--- src/rtl/erdiv8_seq.sv ---
// Sequential radix-2 restoring divider: 2*DW-bit dividend / DW-bit divisor, with run-time
// truncation of the low quotient iterations. Optional early exit: ERDIV8_EARLY_EXIT_EN.
module erdiv8_seq #(
    parameter int unsigned DW = 8
) (
    input  logic                   clk,
    input  logic                   rst_n,
    input  logic                   in_valid,
    output logic                   in_ready,
    input  logic [2*DW-1:0]        dat_in_n,
    input  logic [DW-1:0]          dat_in_d,
    input  logic [$clog2(DW)-1:0]  trunc,
    output logic                   out_valid,
    input  logic                   out_ready,
    output logic [DW-1:0]          quo_o,
    output logic [DW-1:0]          rem_o,
    output logic                   div0_o,
    output logic                   ovf_o
);

    localparam int unsigned KW = $clog2(DW);

    typedef enum logic [1:0] {StIdle, StCalc, StDone} state_e;

    state_e          r_state, w_state_nxt;
    logic [DW-1:0]   r_nl;      // low dividend bits still to be shifted in
    logic [DW-1:0]   r_d;
    logic [KW-1:0]   r_t;
    logic [KW-1:0]   r_k;
    logic [DW-1:0]   r_p;
    logic [DW-1:0]   r_q;
    logic [DW-1:0]   r_quo;
    logic [DW-1:0]   r_rem;
    logic            r_div0;
    logic            r_ovf;

    logic            w_accept;
    logic            w_div0;
    logic            w_ovf;
    logic [DW:0]     w_p_shift;
    logic            w_ge;
    logic [DW-1:0]   w_p_new;
    logic [DW-1:0]   w_q_new;
    logic            w_last;
    logic            w_finish;

    assign w_accept  = in_valid & in_ready;
    assign w_div0    = (dat_in_d == '0);
    assign w_ovf     = (dat_in_n[2*DW-1:DW] >= dat_in_d);

    // One restoring iteration for quotient bit r_k
    assign w_p_shift = {r_p, r_nl[r_k]};
    assign w_ge      = (w_p_shift >= {1'b0, r_d});
    assign w_p_new   = w_ge ? DW'(w_p_shift - {1'b0, r_d}) : w_p_shift[DW-1:0];
    assign w_last    = (r_k == r_t);

    always_comb begin
        w_q_new      = r_q;
        w_q_new[r_k] = w_ge;
    end

`ifdef ERDIV8_EARLY_EXIT_EN
    logic [DW-1:0] w_rest_mask;

    // Dividend bits in [t, k-1] that remain to be shifted in
    assign w_rest_mask = ((DW'(1) << r_k) - DW'(1)) & ~((DW'(1) << r_t) - DW'(1));
    assign w_finish    = w_last | ((w_p_new == '0) && ((r_nl & w_rest_mask) == '0));
`else
    assign w_finish    = w_last;
`endif

    always_ff @(posedge clk or negedge rst_n) begin
        if (!rst_n) begin
            r_state <= StIdle;
        end else begin
            r_state <= w_state_nxt;
        end
    end

    always_comb begin
        w_state_nxt = r_state;
        case (r_state)
            StIdle: begin
                if (w_accept) begin
                    w_state_nxt = (w_div0 || w_ovf) ? StDone : StCalc;
                end
            end
            StCalc: begin
                if (w_finish) begin
                    w_state_nxt = StDone;
                end
            end
            StDone: begin
                if (out_ready) begin
                    w_state_nxt = StIdle;
                end
            end
            default: w_state_nxt = StIdle;
        endcase
    end

    always_comb begin
        in_ready  = (r_state == StIdle);
        out_valid = (r_state == StDone);
    end

    always_ff @(posedge clk or negedge rst_n) begin
        if (!rst_n) begin
            r_nl   <= '0;
            r_d    <= '0;
            r_t    <= '0;
            r_k    <= '0;
            r_p    <= '0;
            r_q    <= '0;
            r_quo  <= '0;
            r_rem  <= '0;
            r_div0 <= 1'b0;
            r_ovf  <= 1'b0;
        end else begin
            case (r_state)
                StIdle: begin
                    if (w_accept) begin
                        r_nl <= dat_in_n[DW-1:0];
                        r_d  <= dat_in_d;
                        r_t  <= trunc;
                        r_k  <= KW'(DW - 1);
                        r_p  <= dat_in_n[2*DW-1:DW];
                        r_q  <= '0;
                        if (w_div0) begin
                            r_quo  <= '1;
                            r_rem  <= dat_in_n[DW-1:0];
                            r_div0 <= 1'b1;
                            r_ovf  <= 1'b0;
                        end else if (w_ovf) begin
                            r_quo  <= '1;
                            r_rem  <= '0;
                            r_div0 <= 1'b0;
                            r_ovf  <= 1'b1;
                        end
                    end
                end
                StCalc: begin
                    r_p <= w_p_new;
                    r_q <= w_q_new;
                    r_k <= r_k - KW'(1);
                    if (w_finish) begin
                        r_quo  <= w_q_new;
                        r_rem  <= w_p_new;
                        r_div0 <= 1'b0;
                        r_ovf  <= 1'b0;
                    end
                end
                default: ;
            endcase
        end
    end

    assign quo_o  = r_quo;
    assign rem_o  = r_rem;
    assign div0_o = r_div0;
    assign ovf_o  = r_ovf;

endmodule

--- config.mk ---
export PLATFORM = sky130hd
export DESIGN_NAME = erdiv8_seq
export DESIGN_NICKNAME = d
export VERILOG_FILES = /design/src/rtl/erdiv8_seq.sv
export SDC_FILE = /design/constraint.sdc
export NUM_CORES = 1
export LEC_CHECK = 0
export CORE_ASPECT_RATIO = 1.5
export CORE_MARGIN = 1.5
export CORE_UTILIZATION = 30
export CTS_CLUSTER_SIZE = 8
export DETAILED_ROUTE_END_ITERATION = 7
export PLACE_DENSITY = 0.48
export SLEW_MARGIN = 10
export SYNTH_ARGS = -nofsm -noshare
export SYNTH_HDL_FRONTEND = slang
export SYNTH_SLANG_ARGS = --single-unit
export TNS_END_PERCENT = 5
--- constraint.sdc ---
create_clock -name clk -period 3.35 [get_ports clk]
set_input_delay 0.335 -clock clk [delete_from_list [all_inputs] [get_ports clk]]
set_output_delay 0.335 -clock clk [all_outputs]
set_load 0.005 [all_outputs]
# Word level (Yosys, flattened, before mapping)
# Cells that the tools add are included.
# word_totals
register_bits	58
output_inout_bits	20
wordCells	70
# op_classes
add_sub_neg	2
order_cmp	4
n_eq_ne	7
muxes	36
bitwise_logic	1
reduce_logical	9
# op_table
operator	count
two-way mux 8 bit	11
case mux 8 bit (2 select lines)	4
>= comparator 9 x 8 -> 1 bit	1
two-way mux 1 bit	9
bitwise mux 8 bit	1
>= comparator 8 bit	1
zero test 8 bit	1
two-way mux 2 bit	4
subtractor 8 bit	1
case mux 2 bit (3 select lines)	1
case mux 3 bit (2 select lines)	1
< comparator 3 x 4 -> 1 bit (second input constant)	1
inequality test 2 x 1 -> 1 bit (second input constant)	2
case mux 1 bit (2 select lines)	2
AND reduction 2 bit	2
AND reduction 4 bit	1
binary-select mux 1 bit (select 3 bit)	1
demux 1 bit (select 3 bit)	1
== test 3 bit	1
>= comparator 3 x 1 -> 1 bit (second input constant)	1
two-way mux 3 bit	1
inequality test 3 x 1 -> 1 bit (second input constant)	1
AND reduction 3 bit	1
subtractor 3 x 1 -> 3 bit (second input constant)	1
other kinds (8)	8

# Longest topological paths before layout
# Gate-level depths: netlist of run 1.
# depth
word_depth	7
ltp_mapped	12

# Least setup slack after synthesis of run 1
# Ideal clock, no wire load.
# synth_timing
kind	register -> register
start	register r_k[2]
end	register r_quo[4] (netlist: quo_o[4])
arrival_time_ns	2.806
t_required_ns	3.222
setup_slack_ns	0.417
stages_incl_launch_ff	12
path_buffers	1
period_less_slack_ns	2.933
path_cell_list	dfrtp_1 > clkbuf_1 > and3b_1 > a22o_1 > a221oi_1 > ha_1 > nand2b_1 > a211oi_1 > nor4_2 > nor2_2 > o211ai_1 > mux2_1
# synth_via
elab_chain_len	7
# synth_lines
element	line	text
start: declaration	29	logic [KW-1:0] r_k;
start signal: assignment	126	r_k <= KW'(DW - 1);
start signal: assignment	145	r_k <= r_k - KW'(1);
branches (longest 7 deep; another with >= comparator 9 x 8 -> 1 bit)	n/a	
end signal: assignment	147	r_quo <= w_q_new;
end: declaration	32	logic [DW-1:0] r_quo;
# Several ways; the timed one is not identified. The select of a mux whose other input is x is not followed.
# A chain may end at the register's enable or synchronous reset.

# Worst setup path after layout of run 1
# layout_timing
start	register r_k[2]
end	register r_p[6]
# layout_via
elab_chain_len	5
# layout_lines
element	line	text
binary-select mux 1 bit (select 3 bit) (*)	52	assign w_p_shift = {r_p, r_nl[r_k]};
two-way mux 1 bit (implied by the code) (*)	52	
subtractor 8 bit or >= comparator 9 x 8 -> 1 bit (tied branches)	54, 53	
two-way mux 8 bit (*)	54	assign w_p_new = w_ge ? DW'(w_p_shift - {1'b0, r_d}) : w_p_shift[DW-1:0];
case mux 8 bit (2 select lines) (*)	120	case (r_state)
end signal: assignment	127	r_p <= dat_in_n[2*DW-1:DW];
end signal: assignment	143	r_p <= w_p_new;
end: declaration	30	logic [DW-1:0] r_p;
# Mark *: on every way between the ends. The rest lies on a longest branch, timed or not. The select of a mux whose other input is x is not followed.

==> results of run 1 <==
-- sequential cells by signal, indices dropped and copies added, names as in the netlist --
name	cells
r_t	3
quo_o	8
r_state	2
r_p	8
div0_o	1
r_d	8
r_k	3
r_nl	8
rem_o	8
ovf_o	1
r_q	8
-- synth_stat cells, types with 6 or more instances --
| cell | count |
|---|---|
| nand2_1 | 78 |
| dfrtp_1 | 58 |
| o21ai_0 | 31 |
| inv_1 | 23 |
| a21oi_1 | 20 |
| nand3_1 | 20 |
| ha_1 | 18 |
| nor2_1 | 13 |
| clkbuf_1 | 12 |
| a21o_1 | 10 |
| a31oi_1 | 8 |
| nand2b_1 | 6 |
-- critical path: stages, from the launching register on --
cell and delay [ps]:
dfrtp_1 430, buf_4 200, nor3b_1 280, a22o_1 170, a221oi_1 60, buf_4 160
ha_1 190, fa_1 410, nor2b_1 230, o31ai_1 140, a211oi_1 300, a21oi_2 60
o21ai_2 170, o311ai_1 130
-- final cells by class --
cell class,count,area share [%]
multi-input combinational,295,42.0
inverter,23,1.91
clock inverter,3,0.885
tap,150,4.15
clock buffer,12,5.45
sequential,58,32.1
timing repair buffer,65,13.5
-- metal layers --
metal	GRT usage [%]	vias up	share of wire, %
li1	-	1521	-
met1	20.9	1537	40
met2	33.3	63	55
met3	3.75	10	2.8
met4	7.81	0	2.3
met5	0	-	0
-- path summary, 6_finish.rpt --
path	start	endpoint	slack (ps)
min	rst_n	r_p[0]$_DFFE_PN0P_	470
min in group clk	r_q[3]$_DFFE_PN0P_	r_q[3]$_DFFE_PN0P_	480
max reg2reg	r_k[2]$_DFFE_PN0P_	r_p[6]$_DFFE_PN0P_	270
max in group asynchronous	rst_n	r_nl[4]$_DFFE_PN0P_	1990
max	r_k[2]$_DFFE_PN0P_	r_p[6]$_DFFE_PN0P_	270
min reg2reg	r_q[3]$_DFFE_PN0P_	r_q[3]$_DFFE_PN0P_	480
-- repair_timing --
| action | 4_1_cts | 5_1_grt |
|---|---|---|
| gates resized for setup | 0 | 1 |
| hold buffers | 1 | 0 |
| endpoints found under the setup margin | 0 | 4 |
| endpoints found under the hold margin | 16 | 0 |
-- through the flow --
stage               instance area (um2)  setup WS (ps)
floorplan                          3530            417
global placement                   4220            318
detailed placement                 4220            203
CTS                                4520            192
global route                       4520           80.9
finish                             4520            266
-- power groups by stage --
stage,Clock (mW),Sequential [mW],Combinational [mW]
6_report,0.895,1.23,2.51
5_1_grt,0.953,1.27,2.80
3_5_place_dp,0,1.24,2.49
4_1_cts,0.918,1.23,2.50
3_3_place_gp,0,1.24,2.48
2_1_floorplan,0,1.15,1.75
-- cell families after synthesis --
| kind of cell | count (synthesis) |
|---|---|
| buffers and inverters | 43 |
| xor gates and xnor gates | 4 |
| muxes | 7 |
| AOI/OAI and AO/OA | 114 |
| DFF | 58 |
| adders and majority gates | 19 |
| and+or+nand+nor | 151 |
==> results.md, run 1 <==
* Outcome: complete, no violations
* Ys Warns at 0
* Port-buffer cells at 50
* Critical Path RT at 3530 ps
* Post-placement cell count at 590
* Distinct cell type count after synthesis at between 60 and 70
* Worst-skew pair later-pin latency at roughly 330 ps
* Routed WL per cell at between 15 and 20 um
* Drt pass-1 iters at 4
* Synth Area in Compound Gates at between 20% and 30%
* Global-route wire length before repair at 17300 um
* Clock transition at path regs at roughly 50 ps
* Sink Count at 58
* Post-synthesis xor/xnor area fraction at less than 1%
* Post-layout util at 39.4%
* Power Internal at between 2 and 3 mW
* # rows at 48
* DR DRC count at 0
* Iteration-0 DRC Markers at 142
* Setup CP Type: reg -> reg
* Critical path fanouts, max at 10
* Lkg Pwr at 1.98 nW
* Psw at 1.97 mW
* Post-DRT Antenna Nets at 0
* # Post-CTS Setup Buffers at 0
* Final cell count without fillers at 606
* CTS Buf Count at 9
* Sequential-to-total area share from yosys stat at 41.1%
* Adder-Cell Fraction of Synth Area at 6.95%
* CTS root buf: clkbuf_16
* Slew Viols, Final at 0
* R2R depth at 13
* Ys flop type: dfrtp_1
* Commonest non-fill, non-tap cell in the layout: nand2_1
* Post-synthesis mux area share at under 10%
* Antenna violations before repair at 0
* Layout area overhead at 28.2%
* Final WL at approximately 11000 um
* Critical Path Start Type: flip-flop
* # setup viols final at 0
* Post-DR vias/cell at 5.17
* Simple-gate share of the synthesized area at a little over a fifth
* Ant. Diodes at 0
* Async SR Flop Fraction at 100%
* Worst hold slack at 469 ps
* Final net count at 502
* Seq cells post-synth at 58
* Total number of vias at 3131
* Syn Nets at 446
* RSZ-0062 raised after global routing: false
* GRT Total Usage at around 18%
* Number of fill cells at approximately 1.2k
* Combinational share of power at 54.2%
* Part of the power in registers at 26.5%
* Crit. End Element: flip-flop
* Largest net degree at the start of global routing at 43
* Placeable Area at 11500 um2
* Slew of the pin with the lowest slew margin at 615 ps
* Register area at about 1500 um2
* TNS Setup at 0 ps
* Overall power at 4.64 mW
* Full die area at 12400 um2
* Layout cells sized above 1 at roughly an eighth
* IO Pins at 51
* Max-Cap Viols at 0
* Final Hold Fails at 0
* Slew headroom at 59.0%
* Cells after synthesis at 396
* Share of the synthesized area in the top cell type at 41.1%
* Fmax at between 0.3 and 0.4 GHz
* Placer Congestion at 0.917
* Tcrit/Tclk final at 92.1%
* Post-synthesis area per instance at 8.91 um2
* Largest family of logic cells by synthesized area: compound AO/OA/AOI/OAI gates
* Hold Crit Class: in -> async
* Max IR drop VDD at 0.000381 V
* # H-tree levels at 3
* Initial Util at slightly above 30%
* Synth Cell Area at roughly 3500 um2
* Number of synthesized flops with an enable pin at 0
* Chip width at 91.6 um
* DPL Wire Length at between 8000 and 9000 um
* Vias in the first global route at 3156
* Synth area leader: dfrtp_1
* DIE HEIGHT at between 100 and 150 um
* Crit path DAT at 3270 ps
* Sw Ratio at 42.5%
* CTS tree: done
* Tmin final at 3080 ps
* Grt total ovfl at 0
* PwrDens at 1030 nW/um2
* Clock Power Share at 19.3%
* Most frequent cells in the layout: nand2_1 (78), dfrtp_1 (58), clkdlybuf4s50_1 (49)
* Clk_skew at around 7.5 ps
* Synth area leaders: dfrtp_1 (41%), nand2_1 (8.3%), ha_1 (6.4%)
* Clock buffer depth at 2
* Footprint of the multi-input gates at around 1900 um2
No activity file was read; power rests on OpenSTA's default activity.
==> run 2, diff against run 1 <==
Settings changed: ABC_AREA from default to 0.
==> results of run 2 <==
Same layout as run 1: the final DEF is identical, and so are final timing and power.
==> run 3, diff against run 2 <==
Settings changed: SETUP_SLACK_MARGIN from default to 0.5.
==> run 3 against run 2 <==
Effect of this change: the run now ends with negative hold slack left; first-iteration DRC count grew 20%; via count shrank 0.16%; final area rose by 5.3%; global-route usage down 0.18 points; sequential power about the same; power increased by 6.6%; critical path depth shrank 2; clock power increased by 5.3%; maximum frequency is 6.2% higher; count of clock-buffer cells in the layout fell by 1; highest routed layer unchanged.
==> results.md, run 3 (synthesized netlist as in run 1, its figures left out) <==
* Max-Cap Viols at 0 (unchanged)
* TNS Setup at 0 ps (unchanged)
* Placer Congestion at 0.811 (was 0.917)
* RSZ-0062 raised after global routing: true (was false)
* Global-route wire length before repair at 16900 um (was 17300 um)
* Commonest non-fill, non-tap cell in the layout: nand2_1 (unchanged)
* CTS root buf: clkbuf_16 (unchanged)
* FF-to-FF Start: r_k[0]$_DFFE_PN0P_ (was r_k[2]$_DFFE_PN0P_)
* Reg-to-reg slack, setup at 450 ps (was 270 ps)
* PwrDens at 1040 nW/um2 (was 1030 nW/um2)
* DIE HEIGHT at 136 um (unchanged)
* Ant. Diodes at 0 (unchanged)
* Worst Setup SP: r_k[0]$_DFFE_PN0P_ (was r_k[2]$_DFFE_PN0P_)
* Grt total ovfl at 0 (unchanged)
* Worst hold slack at -9.66 ps (was 469 ps)
* Clock transition at path regs at 50 ps (about the same)
* Worst-skew pair later-pin latency at 330 ps (about the same)
* Hold Crit Class: in -> async (unchanged)
* Placeable Area at 11500 um2 (unchanged)
* Slew of the pin with the lowest slew margin at 806 ps (was 615 ps)
* Sink Count at 58 (unchanged)
* Finished Cell Area at 4760 um2 (was 4520 um2)
* Clk_skew at 3.55 ps (was 7.46 ps)
* Vias in the first global route at 3130 (was 3156)
* GRT Total Usage at 18.2% (was 18.4%)
* Area after DPL at 4240 um2 (was 4220 um2)
* Tmin final at 2900 ps (was 3080 ps)
* Drt pass-1 iters at 5 (was 4)
* Final WL at 10800 um (was 10700 um)
* Antenna violations before repair at 0 (unchanged)
* Slew Viols, Final at 0 (unchanged)
* Critical path fanouts, max at 7 (was 10)
* Overall power at 4.95 mW (was 4.64 mW)
* Iteration-0 DRC Markers at 170 (was 142)
* Tcrit/Tclk final at 86.6% (was 92.1%)
* Initial Util at 30.8% (unchanged)
* Crit path DAT at 3090 ps (was 3270 ps)
* Most frequent cells in the layout: nand2_1 (78), dfrtp_1 (55), clkdlybuf4s50_1 (49) (was nand2_1 (78), dfrtp_1 (58), clkdlybuf4s50_1 (49))
* IO Pins at 51 (unchanged)
* # setup viols final at 0 (unchanged)
* Routed WL per cell at 17.3 um (was 17.6 um)
* Port-buffer cells at 50 (unchanged)
* Post-DR vias/cell at 5.01 (was 5.17)
* # rows at 48 (unchanged)
* Post-DRT Antenna Nets at 0 (unchanged)
* Largest net degree at the start of global routing at 25 (was 43)
* Clock buffer depth at 2 (unchanged)
* Failing checks: negative hold slack
* Critical Path Start Type: flip-flop (unchanged)
* DR DRC count at 0 (unchanged)
* Lkg Pwr at 2.10 nW (was 1.98 nW)
* Hold-fix buffers, CTS at 0 (was 1)
* Outcome: complete, but fails checks (was complete, no violations)
* Critical Path RT at 3530 ps (about the same)
* Layout cells sized above 1 at 17.9% (was 11.8%)
* Crit. End Element: flip-flop (unchanged)
* Setup CP Type: reg -> reg (unchanged)
* # H-tree levels at 3 (unchanged)
* Fmax at 0.345 GHz (was 0.324 GHz)
* Layout area overhead at 35.0% (was 28.2%)
* DPL Wire Length at 8070 um (was 8020 um)
* Max IR drop VDD at 0.000342 V (was 0.000381 V)
* CTS tree: done (unchanged)
* Chip width at 91.6 um (unchanged)
* Slew headroom at 46.2% (was 59.0%)
* CTS Buf Count at 9 (unchanged)
* Final Hold Fails at 22 (was 0)
* Full die area at 12400 um2 (unchanged)
* Total number of vias at 3126 (was 3131)
* Final net count at 519 (was 502)
run 3: cell types whose count changed in the layout (fill, tap and decap cells not counted), sizes merged:
cell | before | now
clkbuf | 12 | 11
dlymetal6s2s | 0 | 1
clkinvlp | 0 | 1
buf | 15 | 32
clkinv | 2 | 3
dlygate4sd3 | 1 | 0
run 3: final timing paths:
check / endpoint / cells after the start
max: r_p[6]$_DFFE_PN0P_ / 11
max reg2reg: r_p[6]$_DFFE_PN0P_ / 11
min: rem_o[3]$_DFFE_PN0P_ / 1
max in group asynchronous: ovf_o$_DFFE_PN0P_ / 2
min reg2reg: r_q[4]$_DFFE_PN0P_ / 2
min in group clk: r_q[4]$_DFFE_PN0P_ / 2
run 3: worst max-delay path, stage by stage, from the launching register on:
cell and delay (ps):
dfrtp_2 450, and3b_1 230, a22o_1 270, a221oi_4 220, ha_1 190, nand2b_4 120
a211oi_2 80, or4_4 580, buf_6 160, and3_4 180, o21ai_4 150, o311ai_2 120
run 3: layout make-up:
type | instances | area (um2)
timing repair buffer | 82 | 756
multi-input combinational | 295 | 1970
tap | 150 | 188
fill | 1150 | 6710
clock buffer | 11 | 253
clock inverter | 5 | 52.6
inverter | 23 | 86.3
sequential | 58 | 1460
run 3: power by group:
part           internal, mW  switching (mW)
Sequential             1.00           0.207
Combinational          1.26            1.53
Clock                 0.611           0.330
run 3: repair_timing:
item / CTS / global route
pin swaps: 2 / 9
setup buffers: 3 / 14
gates resized for setup: 3 / 17
endpoints found under the setup margin: 32 / 31
run 3: routing by layer:
layer,vias up,GRT usage [%],routed length [um]
met4,0,7.20,189
met2,53,33.1,5950
met3,12,2.29,243
li1,1554,-,-
met5,-,0,0
met1,1507,21.7,4420
run 3: stage by stage:
stage / worst slack (ps) / util, % / cells
2_1_floorplan: 515 / - / 396
3_3_place_gp: 331 / 37.0 / 591
3_5_place_dp: 231 / 37.0 / 591
4_1_cts: 410 / 39.9 / 610
5_1_grt: 359 / 41.5 / 624
6_report: 447 / 41.5 / 624
